**src/rtl/serial_frame_receiver.sv**
```systemverilog
// Serial frame receiver: deserializes start/data/parity/stop frames at one bit per clock
// into a held {padding, packet} result that stays present until the consumer flushes it.
module serial_frame_receiver #(
   parameter int PACKET_W = 42,
   parameter int PAD_W    = 4
) (
   input  logic                clk,
   input  logic                rst,
   input  logic                serial_in,
   output logic                sender_ack,
   input  logic                receiver_flush,
   output logic                receiver_valid,
   output logic [PAD_W-1:0]    receiver_padding,
   output logic [PACKET_W-1:0] receiver_packet,
   output logic                frame_error,
   output logic                overrun
);

   localparam int N  = PAD_W + PACKET_W;
   localparam int CW = $clog2(N);

   typedef enum logic [1:0] {IDLE, DATA, PARITY, STOP} state_t;

   state_t                state, state_nx;
   logic                  armed, armed_nx;
   logic [CW-1:0]         cnt, cnt_nx;
   logic [N-1:0]          shreg, shreg_nx;
   logic                  par, par_nx;
   logic                  par_ok, par_ok_nx;
   logic                  valid_nx, ack_nx, err_nx, ovr_nx;
   logic [PAD_W-1:0]      pad_nx;
   logic [PACKET_W-1:0]   pkt_nx;

   // NOTE: every signal gets its hold value first so no path can infer a latch.
   always_comb begin
      state_nx  = state;
      armed_nx  = armed;
      cnt_nx    = cnt;
      shreg_nx  = shreg;
      par_nx    = par;
      par_ok_nx = par_ok;
      valid_nx  = receiver_valid;
      pad_nx    = receiver_padding;
      pkt_nx    = receiver_packet;
      ack_nx    = 1'b0;
      err_nx    = 1'b0;
      ovr_nx    = 1'b0;

      if (receiver_flush) valid_nx = 1'b0;

      unique case (state)
         IDLE: begin
            if (serial_in) begin
               armed_nx = 1'b1;
            end else if (armed) begin
               state_nx = DATA;
               cnt_nx   = '0;
               par_nx   = 1'b0;
            end
         end
         DATA: begin
            shreg_nx = {shreg[N-2:0], serial_in};
            par_nx   = par ^ serial_in;
            cnt_nx   = cnt + CW'(1);
            if (cnt == CW'(N - 1)) state_nx = PARITY;
         end
         PARITY: begin
            par_ok_nx = ~(par ^ serial_in);
            state_nx  = STOP;
         end
         STOP: begin
            state_nx = IDLE;
            if (!par_ok || !serial_in) begin
               err_nx   = 1'b1;
               armed_nx = 1'b0;
            end else if (receiver_valid && !receiver_flush) begin
               // Buffer still held: the new frame is dropped, old result kept.
               ovr_nx   = 1'b1;
               err_nx   = 1'b1;
               armed_nx = 1'b1;
            end else begin
               valid_nx = 1'b1;
               pad_nx   = shreg[N-1 -: PAD_W];
               pkt_nx   = shreg[PACKET_W-1:0];
               ack_nx   = 1'b1;
               armed_nx = 1'b1;
            end
         end
         default: state_nx = IDLE;
      endcase
   end

   // NOTE: sequential state uses non-blocking assignments so all registers update together.
   always_ff @(posedge clk or negedge rst) begin
      if (!rst) begin
         state            <= IDLE;
         armed            <= 1'b0;
         cnt              <= '0;
         shreg            <= '0;
         par              <= 1'b0;
         par_ok           <= 1'b0;
         receiver_valid   <= 1'b0;
         receiver_padding <= '0;
         receiver_packet  <= '0;
         sender_ack       <= 1'b0;
         frame_error      <= 1'b0;
         overrun          <= 1'b0;
      end else begin
         state            <= state_nx;
         armed            <= armed_nx;
         cnt              <= cnt_nx;
         shreg            <= shreg_nx;
         par              <= par_nx;
         par_ok           <= par_ok_nx;
         receiver_valid   <= valid_nx;
         receiver_padding <= pad_nx;
         receiver_packet  <= pkt_nx;
         sender_ack       <= ack_nx;
         frame_error      <= err_nx;
         overrun          <= ovr_nx;
      end
   end

endmodule
```
**config.mk**
```make
export PLATFORM = sky130hd
export DESIGN_NAME = serial_frame_receiver
export DESIGN_NICKNAME = d
export VERILOG_FILES = /design/src/rtl/serial_frame_receiver.sv
export SDC_FILE = /design/constraint.sdc
export NUM_CORES = 1
export LEC_CHECK = 0
export BUFFER_PORTS_ARGS = -buffer_cell sky130_fd_sc_hd__buf_2
export CAP_MARGIN = 0
export CORE_ASPECT_RATIO = 1.5
export CORE_MARGIN = 1
export CORE_UTILIZATION = 55
export CTS_BUF_LIST = sky130_fd_sc_hd__clkbuf_4 sky130_fd_sc_hd__clkbuf_8
export CTS_CLUSTER_SIZE = 8
export DETAILED_ROUTE_END_ITERATION = 8
export PLACE_DENSITY = 0.88
export SETUP_SLACK_MARGIN = 0.05
export SKIP_LAST_GASP = 1
export SYNTH_ARGS = -nofsm -noshare
export SYNTH_HDL_FRONTEND = slang
export SYNTH_SLANG_ARGS = --single-unit
```
**constraint.sdc**
```tcl
create_clock -name clk -period 1.9 [get_ports clk]
set_clock_uncertainty 0.15 [all_clocks]
set_input_delay 0 -clock clk [delete_from_list [all_inputs] [get_ports clk]]
set_output_delay 0 -clock clk [all_outputs]
set_load 0.02 [all_outputs]
```
; ---- Word-level counts from Yosys, hierarchy flattened
; Index checks and enable logic that the tools add are counted.
[totals]
reg_bits = 107
elab_cells = 62
out_inout_bits = 50
[op_classes]
n_reduce_logical = 12
n_eq_ne = 8
n_mux = 25
n_addsub = 1
bitwise_logic = 4
[op_table]
columns = cell, count
row1 = 2-to-1 mux 1 bit, 16
row2 = 2-to-1 mux 6 bit, 2
row3 = case mux 6 bit (2 select lines), 1
row4 = AND reduction 3 bit, 3
row5 = != test 2 bit (second input constant), 4
row6 = case mux 2 bit (4 select lines), 1
row7 = adder 6 x 1 -> 6 bit (second input constant), 1
row8 = equality test 6 bit (second input constant), 1
row9 = 2-to-1 mux 2 bit, 3
row10 = equality test 2 bit (second input constant), 2
row11 = case mux 1 bit (2 select lines), 2
row12 = nonzero test 2 bit, 2
row13 = logical NOT 1 bit, 3
row14 = inverter 1 bit, 3
row15 = equality test 2 x 1 -> 1 bit (second input constant), 1
row16 = logical NOT 2 bit, 1
row17 = AND reduction 2 bit, 1
row18 = logical AND 1 bit, 1
row19 = logical OR 1 bit, 1
row20 = bitwise XOR 1 bit, 1

; ---- Logic depth before layout (Yosys ltp)
[depth]
ltp_word = 5
depth_mapped = 6
depth_no_buf = 6

; ---- Least setup slack after synthesis
; Ideal clock, no wire load.
[synth_path]
path_type = register to register
startpoint = register state[1]
endpoint = register receiver_packet[10]
arrival_ps = 1372
synth_period_minus_slack_ps = 1647
path_stages_with_launch = 7
setup_slack_ps = 253
cell_sequence = dfrtp_1 > ha_1 > nand3_4 > nor2b_4 > buf_12 > buf_12 > mux2_4
[synth_via]
elab_chain_len = 2
[synth_rtl]
columns = item, line_no
row1 = start: declaration, 24  ; state_t state, state_nx;
row2 = start signal: assignment, 109  ; state <= state_nx;
row3 = equality test 2 bit, 51  ; unique case (state)
row4 = AND reduction 3 bit (no line), n/a
row5 = end signal: assignment, 117  ; receiver_packet <= pkt_nx;
row6 = end: declaration, 14  ; output logic [PACKET_W-1:0] receiver_packet,
; No other way between the ends.
; A chain may end at the register's enable or synchronous reset.

; ---- Final worst setup path
; Ends and elaborated chain as after synthesis.

==> run_results.csv <==
group,metric,value,unit
worst_setup_path,critical_path_class,"reg -> reg",
pwr,p_leak,0.00256,uW
hold_path,hp-class,"reg -> reg",
layout,final_net_count,350,
run,max-cap-violations,0,
sta,rsz0062_at_grt,"yes",
layout,drive_above_1_share,0.522,
worst_setup_path,arrival,1.89,ns
logic_synthesis,avgSynthCellArea,16.1,um^2
route,vias,2396,
sta,setup-tns-final,0,ns
route,first_pass_iters,4,
sta,finalHoldViolations,0,
global_routing,grt_max_degree,47,
cts,clk_latency,0.37,ns
route,drc,0,
worst_setup_path,worstSetupStartpointType,"flip-flop",
logic_synthesis,synth_cell_type_count,33,
pwr,power.total,6840,uW
place,io_buffers,53,
worst_setup_path,critical_path_required,2.01,ns
pwr,power_frac_comb,0.343,
logic_synthesis,synth_area_leader_cell,"dfrtp_1",
pwr,p_switching,2270,uW
sta,min_period,1.78,ns
cts,clk_pin_slew_worst_paths,0.10,ns
logic_synthesis,yosys_warnings,0,
sta,tightestPinTransition,0.534,ns
logic_synthesis,synth_top_cell_area_share,0.613,
place,placed_cells,422,
outcome,status,"completed",
floorplanning,rows,39,
pwr,p_per_area,1360,mW/mm^2
cts,clock_sinks,107,
route,drt_wl_total,7420,um
sta,min_period_over_period,0.936,
pwr,irDropWorstVdd,0.796,mV
pwr,power_frac_clock,0.191,
place,post_dp_cell_area,0.00475,mm^2
sta,max_freq,562,MHz
sta,final.setup.worst_slack,0.122,ns
floorplanning,die_y,111,um
worst_setup_path,path_max_fanout,9,
worst_setup_path,end_kind,"flip-flop",
logic_synthesis,synthFlopType,"dfrtp_1",
layout,stdcell_count,447,
logic_synthesis,netlist_area,0.00437,mm^2
global_routing,grt_pass1_wl,12100,um
sta,finalSetupViolations,0,
global_routing,grt_usage,0.195,
cts,clockBufferDepth,2,
global_routing,grt_overflow,0,
place,gp_congestion,0.813,
logic_synthesis,synth_area_leaders,"dfrtp_1 61%, mux2_2 17%, mux2_4 10%",
cts,cts_tree,"yes",
cts,cts_root_buf,"clkbuf_8",
layout,diodes,0,
place,pre_cts_slack,0.0907,ns
layout,design_area,0.00504,mm^2
route,drtAntennaViolNets,0,
logic_synthesis,syn_nets,282,
logic_synthesis,yosysMostFrequentCell,"dfrtp_1",
cts,numCtsBuffers,9,
pwr,switching_share,0.332,
floorplanning,die-width,74.8,um
floorplanning,die-area,0.00831,mm^2
logic_synthesis,synth_common_cells,"107 x dfrtp_1, 65 x mux2_2, 29 x mux2_4",
floorplanning,initial_core_util,0.570,
pwr,seqPwrFrac,0.467,
place,hpwl,4730,um
layout,area.growth.synth_to_final,15.4,%
global_routing,antenna_found_initial,0,
logic_synthesis,ys_async_sr_fraction,1.00,
floorplanning,ios,54,
route,vias_per_cell,5.36,
logic_synthesis,syn_inst,272,
logic_synthesis,synth_seq_area_share,0.613,
route,drt_iter0_markers,104,
sta,slew_viol_final,0,
sta,max-slew-margin-rel,0.644,
logic_synthesis,synth-seq-cells,107,
route,wl_per_cell,16.6,um
cts,htreeDepth,3,
pwr,internal_power,4570,uW
floorplanning,core_area,0.00766,mm^2
logic_synthesis,synth-edff-count,0,
global_routing,grt_pass1_vias,2567,
[state kept, by name, indices dropped and copies added (netlist names)]
signal and count:
armed 1, cnt 6, frame_error 1, overrun 1
par 1, par_ok 1, receiver_packet 42, receiver_padding 4
receiver_valid 1, sender_ack 1, shreg 46, state 2
[kinds of logic after synthesis]
| family | count (synthesis) | share of synthesized area |
|---|---|---|
| compound gates | 16 | 0.0255 |
| simple gates | 28 | 0.0361 |
| fa+ha+maj | 6 | 0.0172 |
| buf+inv | 18 | 0.0338 |
| flops | 107 | 0.613 |
| xor+xnor | 1 | 0.00201 |
| mux | 96 | 0.272 |
[final cells by class]
type,instances,area [um^2]
Sequential cell,107,2680
Fill cell,572,2620
Multi-Input combinational cell,147,1550
Timing Repair Buffer,70,483
Clock buffer,11,151
Tap cell,102,128
Clock inverter,5,36.3
Inverter,5,18.8
[critical path, stage by stage (launching register included)]
cell and delay, ns:
dfrtp_1 0.40, ha_1 0.23, nand3_4 0.11, nor2b_4 0.12
buf_4 0.16, buf_6 0.19, mux2_4 0.31
[timing repair]
| action | in CTS | in global routing |
|---|---|---|
| resized for setup | 0 | 2 |
| setup endpoints to repair | 0 | 23 |
| hold buffers | 5 | 0 |
| hold endpoints to repair | 113 | 0 |
| buffers inserted | 0 | 2 |
[final timing paths]
| check | startpoint | end | slack, ns | cells past startpoint |
|---|---|---|---|---|
| max | state[1] | receiver_packet[10] | 0.12 | 6 |
| min | receiver_packet[31] | receiver_packet[31] | 0.36 | 1 |
| max reg2reg | state[1] | receiver_packet[10] | 0.12 | 6 |
| min reg2reg | receiver_packet[31] | receiver_packet[31] | 0.36 | 1 |
| max in group asynchronous | rst | sender_ack | 0.38 | 4 |
| min in group asynchronous | rst | receiver_packet[6] | 0.52 | 3 |
[metal layers]
layer | up-vias | part of all wire | track usage
met5 | - | 0 | 0
met4 | 0 | 0.023 | 0.0931
met3 | 10 | 0.026 | 0.0500
met2 | 43 | 0.54 | 0.321
met1 | 1251 | 0.41 | 0.233
li1 | 1092 | - | -
[metrics by stage]
stage	hold WS, ns	utilization
finish	0.363	0.658
detailed placement	-0.124	0.619
global route	0.385	0.658
global placement	-0.143	0.619
floorplan	-0.446	-
CTS	0.346	0.650
[cell usage in the layout, fill, tap and decap left out, drive strengths merged, types with 2 or more instances in the layout]
cell type and count:
nand2 13, o21ai 2, mux2 95, dfrtp 107, ha 6, dlygate4sd3 5
o211ai 3, buf 64, nor2b 2, nand2b 2, clkbuf 12, nand3 4
clkinvlp 3, inv 6, nor2 2, a21oi 4, a22o 2
[power by group through the flow]
| stage | Combinational, uW | Clock [uW] | Sequential, uW |
|---|---|---|---|
| finish | 2340 | 1310 | 3190 |
| global route | 2550 | 1430 | 3270 |
| CTS | 2310 | 1340 | 3200 |
| detailed placement | 2280 | 0 | 3240 |
| global placement | 2200 | 0 | 3210 |
| floorplan | 1470 | 0 | 3400 |
No activity file was read; power rests on OpenSTA's default activity.
